$ cat config.mk
export PLATFORM = sky130hd
export DESIGN_NAME = eco32f_writeback_q
export DESIGN_NICKNAME = d
export VERILOG_FILES = /design/src/rtl/eco32f_pkg.sv /design/src/rtl/eco32f_wb_fifo.sv /design/src/rtl/eco32f_writeback_q.sv
export SDC_FILE = /design/constraint.sdc
export NUM_CORES = 1
export LEC_CHECK = 0
export ABC_AREA = 1
export ABC_CLOCK_PERIOD_IN_PS = 3700
export BUFFER_PORTS_ARGS = -buffer_cell sky130_fd_sc_hd__clkbuf_2
export CELL_PAD_IN_SITES_DETAIL_PLACEMENT = 0
export CELL_PAD_IN_SITES_GLOBAL_PLACEMENT = 1
export CORE_ASPECT_RATIO = 0.75
export CORE_UTILIZATION = 41
export DETAILED_ROUTE_END_ITERATION = 8
export PLACE_DENSITY_LB_ADDON = 0.1
export SLEW_MARGIN = 20
export SYNTH_ARGS = -nofsm -noshare
export SYNTH_HDL_FRONTEND = slang
export SYNTH_SLANG_ARGS = --single-unit
export TNS_END_PERCENT = 100
$ cat constraint.sdc
create_clock -name clk -period 3.7 [get_ports clk]
set_clock_uncertainty 0.15 [all_clocks]
set_input_delay 0.37 -clock clk [delete_from_list [all_inputs] [get_ports clk]]
set_output_delay 0.37 -clock clk [all_outputs]
set_load 0.02 [all_outputs]
$ cat src/rtl/eco32f_pkg.sv
// eco32f_pkg: shared constants and types for the ECO32F write-back stage.
// Holds the exception link register index, default widths and the
// write-port source select enum used by eco32f_writeback_q.
package eco32f_pkg;

    localparam int DW_DEFAULT   = 32;
    localparam int AW_DEFAULT   = 5;
    localparam int EXC_LINK_REG = 30;

    // Which source owns the register-file write port in a given cycle.
    typedef enum logic [1:0] {
        SRC_NONE  = 2'd0,
        SRC_EXC   = 2'd1,
        SRC_PIPE  = 2'd2,
        SRC_QUEUE = 2'd3
    } wb_src_e;

endpackage

$ cat src/rtl/eco32f_wb_fifo.sv
// eco32f_wb_fifo: late-result queue for the write-back stage.
// Strict FIFO of QDEPTH entries (power of two, >= 2), pointers wrap
// naturally. Pushes into a full queue and pops from an empty queue are
// ignored. The peek bus lists entries by age (index 0 = oldest) with a
// per-entry valid flag so the parent can search for forwarding matches.
module eco32f_wb_fifo #(
    parameter int W      = 37,
    parameter int QDEPTH = 4
) (
    input  logic                          clk,
    input  logic                          rst,
    input  logic                          i_push,
    input  logic [W-1:0]                  i_wdata,
    input  logic                          i_pop,
    output logic [W-1:0]                  o_head,
    output logic [$clog2(QDEPTH):0]       o_count,
    output logic                          o_full,
    output logic                          o_empty,
    output logic [QDEPTH-1:0][W-1:0]      o_peek_data,
    output logic [QDEPTH-1:0]             o_peek_valid
);

    localparam int PW = $clog2(QDEPTH);
    localparam int CW = PW + 1;

    logic [W-1:0]  r_mem [QDEPTH];
    logic [PW-1:0] r_wr_ptr;
    logic [PW-1:0] r_rd_ptr;
    logic [CW-1:0] r_count;

    logic w_do_push;
    logic w_do_pop;

    assign o_full    = (r_count == CW'(QDEPTH));
    assign o_empty   = (r_count == '0);
    assign o_count   = r_count;
    assign o_head    = r_mem[r_rd_ptr];
    assign w_do_push = i_push && !o_full;
    assign w_do_pop  = i_pop && !o_empty;

    // Storage array: data only, no reset needed.
    always_ff @(posedge clk) begin
        if (w_do_push) begin
            r_mem[r_wr_ptr] <= i_wdata;
        end
    end

    // Pointers and occupancy count.
    always_ff @(posedge clk or posedge rst) begin
        if (rst) begin
            r_wr_ptr <= '0;
            r_rd_ptr <= '0;
            r_count  <= '0;
        end else begin
            if (w_do_push) r_wr_ptr <= r_wr_ptr + 1'b1;
            if (w_do_pop)  r_rd_ptr <= r_rd_ptr + 1'b1;
            case ({w_do_push, w_do_pop})
                2'b10:   r_count <= r_count + 1'b1;
                2'b01:   r_count <= r_count - 1'b1;
                default: r_count <= r_count;
            endcase
        end
    end

    // Age-ordered view of the queue contents for the forwarding search.
    always_comb begin
        for (int k = 0; k < QDEPTH; k++) begin
            o_peek_data[k]  = r_mem[PW'(r_rd_ptr + PW'(k))];
            o_peek_valid[k] = (CW'(k) < r_count);
        end
    end

endmodule

$ cat src/rtl/eco32f_writeback_q.sv
// eco32f_writeback_q: write-back stage with a queue for late results.
// One register-file write port shared by exceptions (link write), the
// in-order pipeline result and a FIFO of long-latency results, in that
// priority. Outputs are registered one clock after selection.
// Optional feature: define ECO32F_WB_FWD_EN to build the forwarding lookup
// (hz_addr -> hz_hit/hz_data); otherwise hz_hit and hz_data are tied to 0.
//
// Handshake: a late result is accepted on a rising edge where
// late_valid && late_ready; late_ready depends only on the registered
// queue count, so a full queue refuses a push even while it pops.
module eco32f_writeback_q
    import eco32f_pkg::*;
#(
    parameter int DW     = DW_DEFAULT,
    parameter int AW     = AW_DEFAULT,
    parameter int QDEPTH = 4
) (
    input  logic          clk,
    input  logic          rst,
    input  logic          do_exception,
    input  logic          mem_stall,
    input  logic [DW-1:0] mem_pc,
    input  logic [DW-1:0] mem_alu_result,
    input  logic [DW-1:0] mem_lsu_result,
    input  logic          mem_op_load,
    input  logic          mem_rf_r_we,
    input  logic [AW-1:0] mem_rf_r_addr,
    input  logic          late_valid,
    input  logic [DW-1:0] late_data,
    input  logic [AW-1:0] late_addr,
    output logic          late_ready,
    output logic          wb_drain_req,
    input  logic [AW-1:0] hz_addr,
    output logic          hz_hit,
    output logic [DW-1:0] hz_data,
    output logic [DW-1:0] wb_rf_r,
    output logic          wb_rf_r_we,
    output logic [AW-1:0] wb_rf_r_addr
);

    localparam int CW = $clog2(QDEPTH) + 1;
    localparam int EW = AW + DW;

    wb_src_e                     w_src;
    logic [DW-1:0]               w_sel_data;
    logic [AW-1:0]               w_sel_addr;
    logic [EW-1:0]               w_q_head;
    logic [CW-1:0]               w_q_count;
    logic                        w_q_full;
    logic                        w_q_empty;
    logic                        w_push;
    logic                        w_pop;
    logic [QDEPTH-1:0][EW-1:0]   w_peek_data;
    logic [QDEPTH-1:0]           w_peek_valid;

    logic [DW-1:0] r_wb_data;
    logic [AW-1:0] r_wb_addr;
    logic          r_wb_we;

    assign late_ready   = !w_q_full;
    assign w_push       = late_valid && late_ready;
    assign w_pop        = (w_src == SRC_QUEUE);
    assign wb_drain_req = (w_q_count >= CW'(QDEPTH - 1));

    eco32f_wb_fifo #(
        .W      (EW),
        .QDEPTH (QDEPTH)
    ) u_fifo (
        .clk          (clk),
        .rst          (rst),
        .i_push       (w_push),
        .i_wdata      ({late_addr, late_data}),
        .i_pop        (w_pop),
        .o_head       (w_q_head),
        .o_count      (w_q_count),
        .o_full       (w_q_full),
        .o_empty      (w_q_empty),
        .o_peek_data  (w_peek_data),
        .o_peek_valid (w_peek_valid)
    );

    // Pick the write-port owner and its address/data for this cycle.
    always_comb begin
        w_src      = SRC_NONE;
        w_sel_data = '0;
        w_sel_addr = '0;
        if (do_exception) begin
            w_src      = SRC_EXC;
            w_sel_data = mem_pc;
            w_sel_addr = AW'(EXC_LINK_REG);
        end else if (!mem_stall && mem_rf_r_we) begin
            w_src      = SRC_PIPE;
            w_sel_data = mem_op_load ? mem_lsu_result : mem_alu_result;
            w_sel_addr = mem_rf_r_addr;
        end else if (!w_q_empty) begin
            w_src      = SRC_QUEUE;
            w_sel_data = w_q_head[DW-1:0];
            w_sel_addr = w_q_head[EW-1:DW];
        end
    end

    // Register the selected write; register 0 is never written, and idle
    // cycles hold address/data with the enable dropped.
    always_ff @(posedge clk or posedge rst) begin
        if (rst) begin
            r_wb_data <= '0;
            r_wb_addr <= '0;
            r_wb_we   <= 1'b0;
        end else if (w_src == SRC_NONE) begin
            r_wb_we   <= 1'b0;
        end else begin
            r_wb_data <= w_sel_data;
            r_wb_addr <= w_sel_addr;
            r_wb_we   <= (w_sel_addr != '0);
        end
    end

    assign wb_rf_r      = r_wb_data;
    assign wb_rf_r_addr = r_wb_addr;
    assign wb_rf_r_we   = r_wb_we;

`ifdef ECO32F_WB_FWD_EN
    // Forwarding search: queued entries commit after the registered write,
    // so they override it, and younger queue entries override older ones.
    always_comb begin
        hz_hit  = 1'b0;
        hz_data = '0;
        if (hz_addr != '0) begin
            if (r_wb_we && (r_wb_addr == hz_addr)) begin
                hz_hit  = 1'b1;
                hz_data = r_wb_data;
            end
            for (int k = 0; k < QDEPTH; k++) begin
                if (w_peek_valid[k] && (w_peek_data[k][EW-1:DW] == hz_addr)) begin
                    hz_hit  = 1'b1;
                    hz_data = w_peek_data[k][DW-1:0];
                end
            end
        end
    end
`else
    logic w_fwd_unused;

    // Lookup not built: outputs tied off, lookup inputs intentionally ignored.
    always_comb begin
        hz_hit  = 1'b0;
        hz_data = '0;
    end
    assign w_fwd_unused = ^{hz_addr, w_peek_data, w_peek_valid};
`endif

endmodule

==> metrics <==
Worst-path clk slew ~0.080 ns; share of Yosys cell area claimed by the top area cell type slightly above 50%; full die area between 20000 and 25000 um2; Worst Hold Endpoint u_fifo.r_mem[1][27]; most frequent cells in the layout 230 x nand2_1, 184 x clkbuf_2, 148 x edfxtp_1; CP max FO 61; Place WS ~1.1 ns; Final min period between 2 and 3 ns; Fmax about 390 MHz; met3 wire length approximately 1100 um; Routed WL between 20000 and 25000 um; Initial Util 42.6%; number of endpoints failing setup at the final stage 0; global-route wire length before repair around 34000 um; Avg Cell Area, Syn roughly 10 um2; Die Y approximately 130 um; largest area contributor in the netlist edfxtp_1; post-layout util 52.1%; # diodes 0; Fin. Hold Viols 0; outcome finished clean; setup ws final 1.15 ns; hold path cells 1; post-cts sizing count 0; Reg area between 5000 and 6000 um2; Slew @ Worst Pin just over 1 ns; Post-Synthesis Cells 875; total power roughly 7.5 mW; dominant cells by area after synthesis edfxtp_1 51%, dfrtp_1 13%, nand2_1 9.8%; Yosys reg bits just under 200; RSZ-0062 raised after global routing no; met2 WL between 9000 and 10000 um; area of the multi-input gates 2750 um2; Cell variety after synth 28; # port buffers approximately 180; critical path arrival 2.78 ns; Detailed Route Iter0 Violations 451; VDD IR max 0.297 mV; CTS max path bufs 2; Crit path required time around 3.9 ns; pwr/cell area 699 nW/um2; max layer used met4; crit end category register; startpoint types register; Fillers 1933; Slew Viols, Final 0; row count 45; area grow syn2layout 22.4%; DRC 0; chip width ~170 um; post-synthesis sequential area ratio a little under two thirds; fin crit share 69.1%; total global routing track utilization a little over a fifth; Placed Area about 9800 um2; Num CTS Buffers 17; hold wc startpoint late_data[27]; final instance area roughly 11000 um2; DR vias approximately 6500; Nets approximately 1200; H-tree depth 4; Crit Path Class reg -> reg; met1 WL 11600 um; DR pass1 iterations 5; post-synthesis cell area slightly below 9000 um2; Clk Latency, worst-skew pair 0.44 ns; Sink Count between 150 and 200; R2R setup slack ~1.1 ns; RePlAce Congestion approximately 0.77; layout cells sized above 1 25.0%; clock root buffer clkbuf_16; Ports between 200 and 250; Routed Antenna Nets 0; Max Cap Viol 0; drt wl/cell about 17 um; DP HPWL around 15000 um; Relative slew margins approximately 31%; FF-to-FF Start u_fifo.r_rd_ptr[1]; largest net degree at the start of global routing just under 80; synth warn 0; R2R depth 7; vias per cell 4.74; Leakage Power about 4.6 nW; RR Endpoint wb_rf_r[23]; CORE AREA slightly above 20000 um2; CTS tree built; most common cell after layout, fill and taps aside nand2_1; sum of negative setup slack 0 ns; worst min path class in -> reg; vias in the first global route between 5000 and 6000; grt ovf 0; antenna violations before repair 0
## logic make-up after synthesis
logic type / count (synthesis) / share of synthesized area, %
and+or+nand+nor: 428 / 20.2
DFF: 193 / 63.5
AOI/OAI and AO/OA: 132 / 7.98
buffers and inverters: 111 / 7.00
adders and majority gates: 6 / 0.941
xor gates and xnor gates: 4 / 0.399
other: 1 / 0.0427
## final cells by class
cell class                 count  area share [%]
clock buffer                  17            3.96
tap                          282            3.29
sequential                   193            51.9
inverter                      30            1.06
multi-input combinational    603            25.6
timing repair buffer         232            12.8
clock inverter                15            1.46
## through the flow
stage	hold WS (ns)	instances
floorplan	0.319	907
global placement	0.318	1303
detailed placement	0.321	1303
CTS	0.0000339	1369
global route	0.00225	1372
finish	0.0158	1372
## how the worst max path moves through the flow
stage	start	to	slack [ns]	depth (start not counted)
finish	u_fifo.r_rd_ptr[1]	wb_rf_r[23]	1.15	7
global placement	u_fifo.r_rd_ptr[1]	wb_rf_r[3]	1.12	7
CTS	u_fifo.r_rd_ptr[1]	wb_rf_r[3]	1.13	7
detailed placement	u_fifo.r_rd_ptr[1]	wb_rf_r[3]	1.14	7
global route	u_fifo.r_rd_ptr[1]	wb_rf_r[3]	0.93	7
floorplan	u_fifo.o_count[0]	u_fifo.r_mem[0][0]	0.68	4
## registers in the layout, indices dropped and copies added (netlist names)
name and flops:
wb_rf_r_addr 5, u_fifo.r_mem 148, wb_rf_r_we 1, u_fifo.o_count 3, wb_rf_r 32, u_fifo.r_wr_ptr 2
u_fifo.r_rd_ptr 2
## metal layers
| layer | up-vias | GRT usage, % |
|---|---|---|
| li1 | 3275 | - |
| met1 | 3029 | 31.6 |
| met2 | 192 | 31.4 |
| met3 | 10 | 4.00 |
| met4 | 0 | 5.51 |
| met5 | - | 0 |
## critical path: stages (launching register included)
cell and delay [ns]:
dfrtp_1 0.62, inv_2 0.86, o21ai_0 0.21, o21ai_1 0.23, nand2_1 0.18, nand2_1 0.11, nand2_1 0.05, nand2_1 0.05
## synthesized netlist by cell type
cell,number
nor3_4,1
nor2_4,2
buf_1,1
buf_2,23
ha_1,5
conb_1,1
xnor2_1,1
inv_1,21
buf_6,4
nand2_1,230
fa_1,1
clkbuf_1,16
inv_2,9
dfrtp_1,45
buf_4,37
o22ai_1,6
nor2_1,124
o211ai_1,13
and3_1,1
o21ai_0,12
nand2_2,11
o21ai_1,72
edfxtp_1,148
or2_2,17
nand4_1,8
xor2_1,3
nand3_1,34
a21oi_1,29
## power breakdown
| group | switching (mW) | internal [mW] | leakage (nW) |
|---|---|---|---|
| Combinational | 1.86 | 0.760 | 2.44 |
| Clock | 0.905 | 0.909 | 0.285 |
| Sequential | 0.204 | 2.86 | 1.87 |
## repair_timing
item / in CTS / in global routing
hold endpoints to repair: 109 / 53
setup buffers: 0 / 0
hold buffers: 34 / 3
No activity file was read; power rests on OpenSTA's default activity.
